===== src/rtl/apb_regfile_pkg.sv =====
// Shared types and constants for the parametrised APB register file.
// Optional byte-lane write strobes are enabled with the APB_PSTRB_EN macro.
package apb_regfile_pkg;

   typedef enum logic {
      IDLE   = 1'b0,
      ACCESS = 1'b1
   } state_t;

   localparam int DATA_W_8        = 8;
   localparam int DATA_W_16       = 16;
   localparam int DATA_W_32       = 32;
   localparam int MAX_WAIT_STATES = 15;

   function automatic int clog2(input int value);
      int result;
      result = 0;
      for (int v = value - 1; v > 0; v = v >> 1) begin
         result++;
      end
      return result;
   endfunction

   localparam int WAIT_CTR_W = clog2(MAX_WAIT_STATES + 1);

endpackage


===== src/rtl/apb_wait_ctr.sv =====
// Wait-state counter: counts ACCESS cycles and raises done once WAIT_STATES
// extra cycles have elapsed. Held at zero while clear is asserted.
module apb_wait_ctr
   import apb_regfile_pkg::*;
#(
   parameter int WAIT_STATES = 0
) (
   input  logic pclk,
   input  logic preset,
   input  logic clear,
   output logic done
);

   logic [WAIT_CTR_W-1:0] count;

   assign done = (count == WAIT_CTR_W'(WAIT_STATES));

   // NOTE: state updates use non-blocking assignments so every flop samples pre-edge values.
   always_ff @(posedge pclk) begin
      if (preset || clear) begin
         count <= '0;
      end else if (!done) begin
         count <= count + WAIT_CTR_W'(1);
      end
   end

endmodule


===== src/rtl/apb_regfile_gen.sv =====
// Parametrised APB slave register file with wait states, PSLVERR and read-only masking.
// Define APB_PSTRB_EN to add the pstrb byte-lane write strobe input.
module apb_regfile_gen
   import apb_regfile_pkg::*;
#(
   parameter int                  DATA_W      = 8,
   parameter int                  NUM_REGS    = 8,
   parameter int                  ADDR_W      = 8,
   parameter int                  WAIT_STATES = 0,
   parameter logic [DATA_W-1:0]   RESET_VAL   = '0,
   parameter logic [NUM_REGS-1:0] RO_MASK     = '0
) (
   input  logic                       pclk,
   input  logic                       preset,
   input  logic                       psel,
   input  logic                       penable,
   input  logic                       pwrite,
   input  logic [ADDR_W-1:0]          paddr,
   input  logic [DATA_W-1:0]          pwdata,
`ifdef APB_PSTRB_EN
   input  logic [DATA_W/8-1:0]        pstrb,
`endif
   output logic [DATA_W-1:0]          prdata,
   output logic                       pready,
   output logic                       pslverr,
   output logic [NUM_REGS*DATA_W-1:0] reg_out,
   output logic [NUM_REGS-1:0]        reg_wr_stb
);

   localparam int LANES  = DATA_W / 8;
   localparam int LSB    = clog2(LANES);
   localparam int RIDX_W = (NUM_REGS > 1) ? clog2(NUM_REGS) : 1;
   localparam logic [ADDR_W-1:0] OFFSET_MASK = ADDR_W'((1 << LSB) - 1);

   if (DATA_W != DATA_W_8 && DATA_W != DATA_W_16 && DATA_W != DATA_W_32) begin : g_bad_data_w
      $error("apb_regfile_gen: DATA_W must be 8, 16 or 32");
   end
   if (WAIT_STATES < 0 || WAIT_STATES > MAX_WAIT_STATES) begin : g_bad_wait
      $error("apb_regfile_gen: WAIT_STATES out of range");
   end

   state_t              state, state_next;
   logic                done, valid, ro_hit, err, complete, do_write;
   logic [ADDR_W-1:0]   idx;
   logic [RIDX_W-1:0]   ridx;
   logic [LANES-1:0]    lane_en;
   logic [DATA_W-1:0]   regs [NUM_REGS];

   assign idx    = paddr >> LSB;
   assign ridx   = idx[RIDX_W-1:0];
   assign valid  = ((paddr & OFFSET_MASK) == '0) && (int'(idx) < NUM_REGS);
   assign ro_hit = valid && RO_MASK[ridx];
   assign err    = !valid || (pwrite && ro_hit);

   assign complete = (state == ACCESS) && psel && done;
   assign pready   = complete;
   assign pslverr  = complete && err;
   assign prdata   = (complete && !pwrite && !err) ? regs[ridx] : '0;
   assign do_write = complete && pwrite && !err;

`ifdef APB_PSTRB_EN
   assign lane_en = pstrb;
`else
   assign lane_en = '1;
`endif

   apb_wait_ctr #(
      .WAIT_STATES (WAIT_STATES)
   ) u_wait_ctr (
      .pclk   (pclk),
      .preset (preset),
      .clear  (state != ACCESS),
      .done   (done)
   );

   always_ff @(posedge pclk) begin
      if (preset) begin
         state <= IDLE;
      end else begin
         state <= state_next;
      end
   end

   // NOTE: next state defaults to the current state first, so no path can infer a latch.
   always_comb begin
      state_next = state;
      case (state)
         IDLE:    if (psel && !penable) state_next = ACCESS;
         ACCESS:  if (!psel || done)    state_next = IDLE;
         default: state_next = IDLE;
      endcase
   end

   // NOTE: the register array is a bank of flops downstream logic reads directly,
   // so each entry is reset to a known value rather than left undefined like a RAM.
   always_ff @(posedge pclk) begin
      if (preset) begin
         for (int i = 0; i < NUM_REGS; i++) begin
            regs[i] <= RESET_VAL;
         end
         reg_wr_stb <= '0;
      end else begin
         reg_wr_stb <= '0;
         if (do_write && (|lane_en)) begin
            for (int b = 0; b < LANES; b++) begin
               if (lane_en[b]) begin
                  regs[ridx][b*8 +: 8] <= pwdata[b*8 +: 8];
               end
            end
            reg_wr_stb[ridx] <= 1'b1;
         end
      end
   end

   for (genvar i = 0; i < NUM_REGS; i++) begin : g_out
      assign reg_out[i*DATA_W +: DATA_W] = regs[i];
   end

endmodule


===== config.mk =====
export PLATFORM = sky130hd
export DESIGN_NAME = apb_regfile_gen
export DESIGN_NICKNAME = d
export VERILOG_FILES = /design/src/rtl/apb_regfile_pkg.sv /design/src/rtl/apb_wait_ctr.sv /design/src/rtl/apb_regfile_gen.sv
export SDC_FILE = /design/constraint.sdc
export NUM_CORES = 1
export LEC_CHECK = 0
export ABC_AREA = 1
export BUFFER_PORTS_ARGS = -buffer_cell sky130_fd_sc_hd__buf_2
export CORE_MARGIN = 2
export CORE_UTILIZATION = 40
export DETAILED_ROUTE_END_ITERATION = 12
export MAX_ROUTING_LAYER = met4
export PLACE_DENSITY = 0.64
export SETUP_SLACK_MARGIN = 0.02
export SLEW_MARGIN = 20
export SYNTH_ARGS = -nofsm -noshare
export SYNTH_HDL_FRONTEND = slang
export SYNTH_SLANG_ARGS = --single-unit

===== constraint.sdc =====
create_clock -name pclk -period 2.27 [get_ports pclk]
set_input_delay 0.227 -clock pclk [delete_from_list [all_inputs] [get_ports pclk]]
set_output_delay 0.227 -clock pclk [all_outputs]
set_load 0.01 [all_outputs]

==> results.sh <==
export IMPL_synth_nets=485
export IMPL_syn2layout_area_growth_pct=23.3
export IMPL_antenna_found_initial=0
export IMPL_yosysUniqueCellTypes=26
export IMPL_leakage_nw=2.56
export IMPL_clockRootBuffer="clkbuf_8"
export IMPL_min_path_type="in -> reg"
export IMPL_switching_share_pct=23.7
export IMPL_critPathLaunchType="register"
export IMPL_dr_total_vias=3271
export IMPL_post_route_period_util_pct=89.1
export IMPL_synthSimpleGateAreaFrac_pct=32.3
export IMPL_drc=0
export IMPL_yosys_warnings=0
export IMPL_critPathLaunch="u_wait_ctr.count[0]"
export IMPL_synth_area_per_cell_um2=8.40
export IMPL_status="completed"
export IMPL_syn_area_um2=3880
export IMPL_cts_buffer_depth=2
export IMPL_crit_fanout=8
export IMPL_p_int_mw=2.38
export IMPL_cts_htree_levels=3
export IMPL_grt_pass1_wl_um=15900
export IMPL_ys_flop_type="edfxtp_1"
export IMPL_seqPwrFrac_pct=50.9
export IMPL_pin_count=103
export IMPL_cp_top_family="simple AND/OR/NAND/NOR gates"
export IMPL_hpwl_um=8040
export IMPL_cpMaxStageDelayCell="dfxtp_1"
export IMPL_multi_input_area_um2=1320
export IMPL_drv_cap=0
export IMPL_cts_tree="built"
export IMPL_wl_per_cell_um=15.3
export IMPL_max_slew_margin_pct=64.0
export IMPL_synth_compound_area_share_pct=0.838
export IMPL_clkPwrFrac_pct=39.3
export IMPL_overflow=0
export IMPL_die_h_um=103
export IMPL_min_delay_start="psel"
export IMPL_ys_seq_elements=77
export IMPL_seq_area_um2=2180
export IMPL_synth_most_common_cell="nand2_1"
export IMPL_critical_path_cell_chain="inv_1 > ha_1 > nand4_4 > nor2_8 > nand2_4 > a21oi_1 > buf_2"
export IMPL_yosysSeqAreaShare_pct=56.2
export IMPL_placed_area_um2=4510
export IMPL_synth_xor_area_share_pct=0.226
export IMPL_port_buffers=102
export IMPL_via_per_inst=4.65
export IMPL_async_reset_ff_share_pct=0
export IMPL_grt_pass1_vias=3166
export IMPL_synth_fa_ha_area_share_pct=0.645
export IMPL_drv_slew=0
export IMPL_drtIter0Drc=141
export IMPL_comb_power_share_pct=9.8
export IMPL_synth_edff_count=64
export IMPL_hold_viol_final=0
export IMPL_final_setup_viol_count=0
export IMPL_synth_top_cell_area_share_pct=49.5
export IMPL_cp_data_arrival_time_ns=1.80
export IMPL_n_antenna_cell=0
export IMPL_cp_num_buf_inv=2
export IMPL_synth_area_leaders="edfxtp_1 (50%), nand2_1 (17%), inv_1 (7.7%), nor2_1 (7.3%), dfxtp_1 (6.7%)"
export IMPL_cts_sinks=77
export IMPL_fp_row_count=35
export IMPL_worst_pin_slew_ns=0.539
export IMPL_dieArea_um2=10500
export IMPL_critPathMaxStageDelay_ns=0.34
export IMPL_design_area_um2=4790
export IMPL_crit_type="reg -> out"
export IMPL_clock_latency_ns=0.35
export IMPL_grt_start_max_net_pins=37
export IMPL_post_route_min_period_ns=2.02
export IMPL_required_ns=2.04
export IMPL_n_fill_cell=915
export IMPL_rsz0062_at_grt="false"
export IMPL_synth_top_cells_by_count="nand2_1 (181), inv_1 (80), nor2_1 (75)"
export IMPL_routed_wl_um=10800
export IMPL_max_freq_ghz=0.494
export IMPL_switchingPower_mw=0.740
export IMPL_r2r_start="u_wait_ctr.count[0]"
export IMPL_p_per_area_nw_per_um2=652
export IMPL_cts_hold_buf=0
export IMPL_yosysTopAreaCell="edfxtp_1"
export IMPL_grt_usage_pct=21.2
export IMPL_synth_top_family_by_area="simple AND/OR/NAND/NOR gates"
export IMPL_critPathCaptureType="output port"
export IMPL_gp_congestion=0.945
export IMPL_design_final_nets=593
export IMPL_die_width_um=103
export IMPL_layout_drive_gt1_share_pct=24.7
export IMPL_ant_nets=0
export IMPL_finClkSkew_ns=0.00708
export IMPL_synth_mux_area_fraction_pct=0
export IMPL_ir_drop_uv=289
export IMPL_cts_clk_slew_worst_paths_ns=0.08
export IMPL_core_area_um2=9330
export IMPL_cts_inserted_buffers=9
export IMPL_syn_inst=462
export IMPL_start_util_pct=41.6
export IMPL_finalSetupTns_ns=0
export IMPL_cts_resized=0
export IMPL_dr_pass1_iters=5
[worst min-delay path, delay by kind of cell]
family,cells,cell delay [ns]
buffers and inverters,1,0.12
AND/OR/NAND/NOR,1,0.06
AO/OA/AOI/OAI,1,0.04
[state kept, by name (all words and copies together) (netlist names)]
name / cells
state: 1
regs: 64
u_wait_ctr.count: 4
reg_wr_stb: 8
[final timing paths]
path	end	slack (ns)	depth (start not counted)
setup / recovery	prdata[6]	0.25	7
setup reg to reg	regs[4][0]	0.35	7
hold reg to reg	u_wait_ctr.count[3]	0.50	2
hold / removal	state	0.14	3
[layout make-up]
type,count,share of cell area (%)
Sequential cell,77,45.6
Multi-Input combinational cell,290,27.6
Timing Repair Buffer,110,12.2
Inverter,82,6.48
Tap cell,129,3.37
Clock buffer,11,2.74
Clock inverter,5,2.06
[power by group through the flow]
stage | Combinational (mW) | Clock [mW] | Sequential, mW
after floorplan | 0.169 | 0 | 1.63
final | 0.306 | 1.22 | 1.59
after global routing | 0.340 | 1.27 | 1.59
after detailed placement | 0.304 | 0 | 1.62
after global placement | 0.300 | 0 | 1.62
after CTS | 0.305 | 1.22 | 1.59
[routing by layer]
metal	vias up	wire length (um)	GRT usage, %
li1	1609	-	-
met1	1519	4810	27.7
met2	124	4990	33.5
met3	19	769	4.20
met4	0	208	6.77
met5	-	0	-
[logic make-up (layout without fill, tap and decap cells)]
family / Yosys count / in the layout
fa+ha+maj: 2 / 2
compound gates: 6 / 6
simple gates: 281 / 281
xor+xnor: 1 / 1
buf+inv: 95 / 208
flops: 77 / 77
[cells in the final DEF, fill, tap and decap left out, types with 2 or more instances in the layout]
master	count
nand2_1	181
buf_2	102
inv_1	80
nor2_1	75
edfxtp_1	64
dfxtp_1	13
clkbuf_8	9
nand3_4	8
buf_4	7
nor3_1	6
a21oi_1	4
nor3_2	3
bufinv_16	3
clkinv_1	2
ha_1	2
clkbuf_1	2
[through the flow]
stage                     setup slack, ns  hold slack, ns  std cells  total power, mW  util [%]
final                               0.247           0.143        704             3.12      51.3
after floorplan                     0.529           0.350        462             1.80         -
after CTS                          0.0674           0.137        700             3.12      50.9
after global placement              0.361           0.477        684             1.92      48.4
after detailed placement            0.289           0.491        684             1.92      48.4
after global routing                0.135           0.156        704             3.20      51.3
[repair_timing]
item	CTS	global route
setup endpoints to repair	0	6
buffers inserted	0	4
hold endpoints to repair	0	0
No activity file was read; power rests on OpenSTA's default activity.
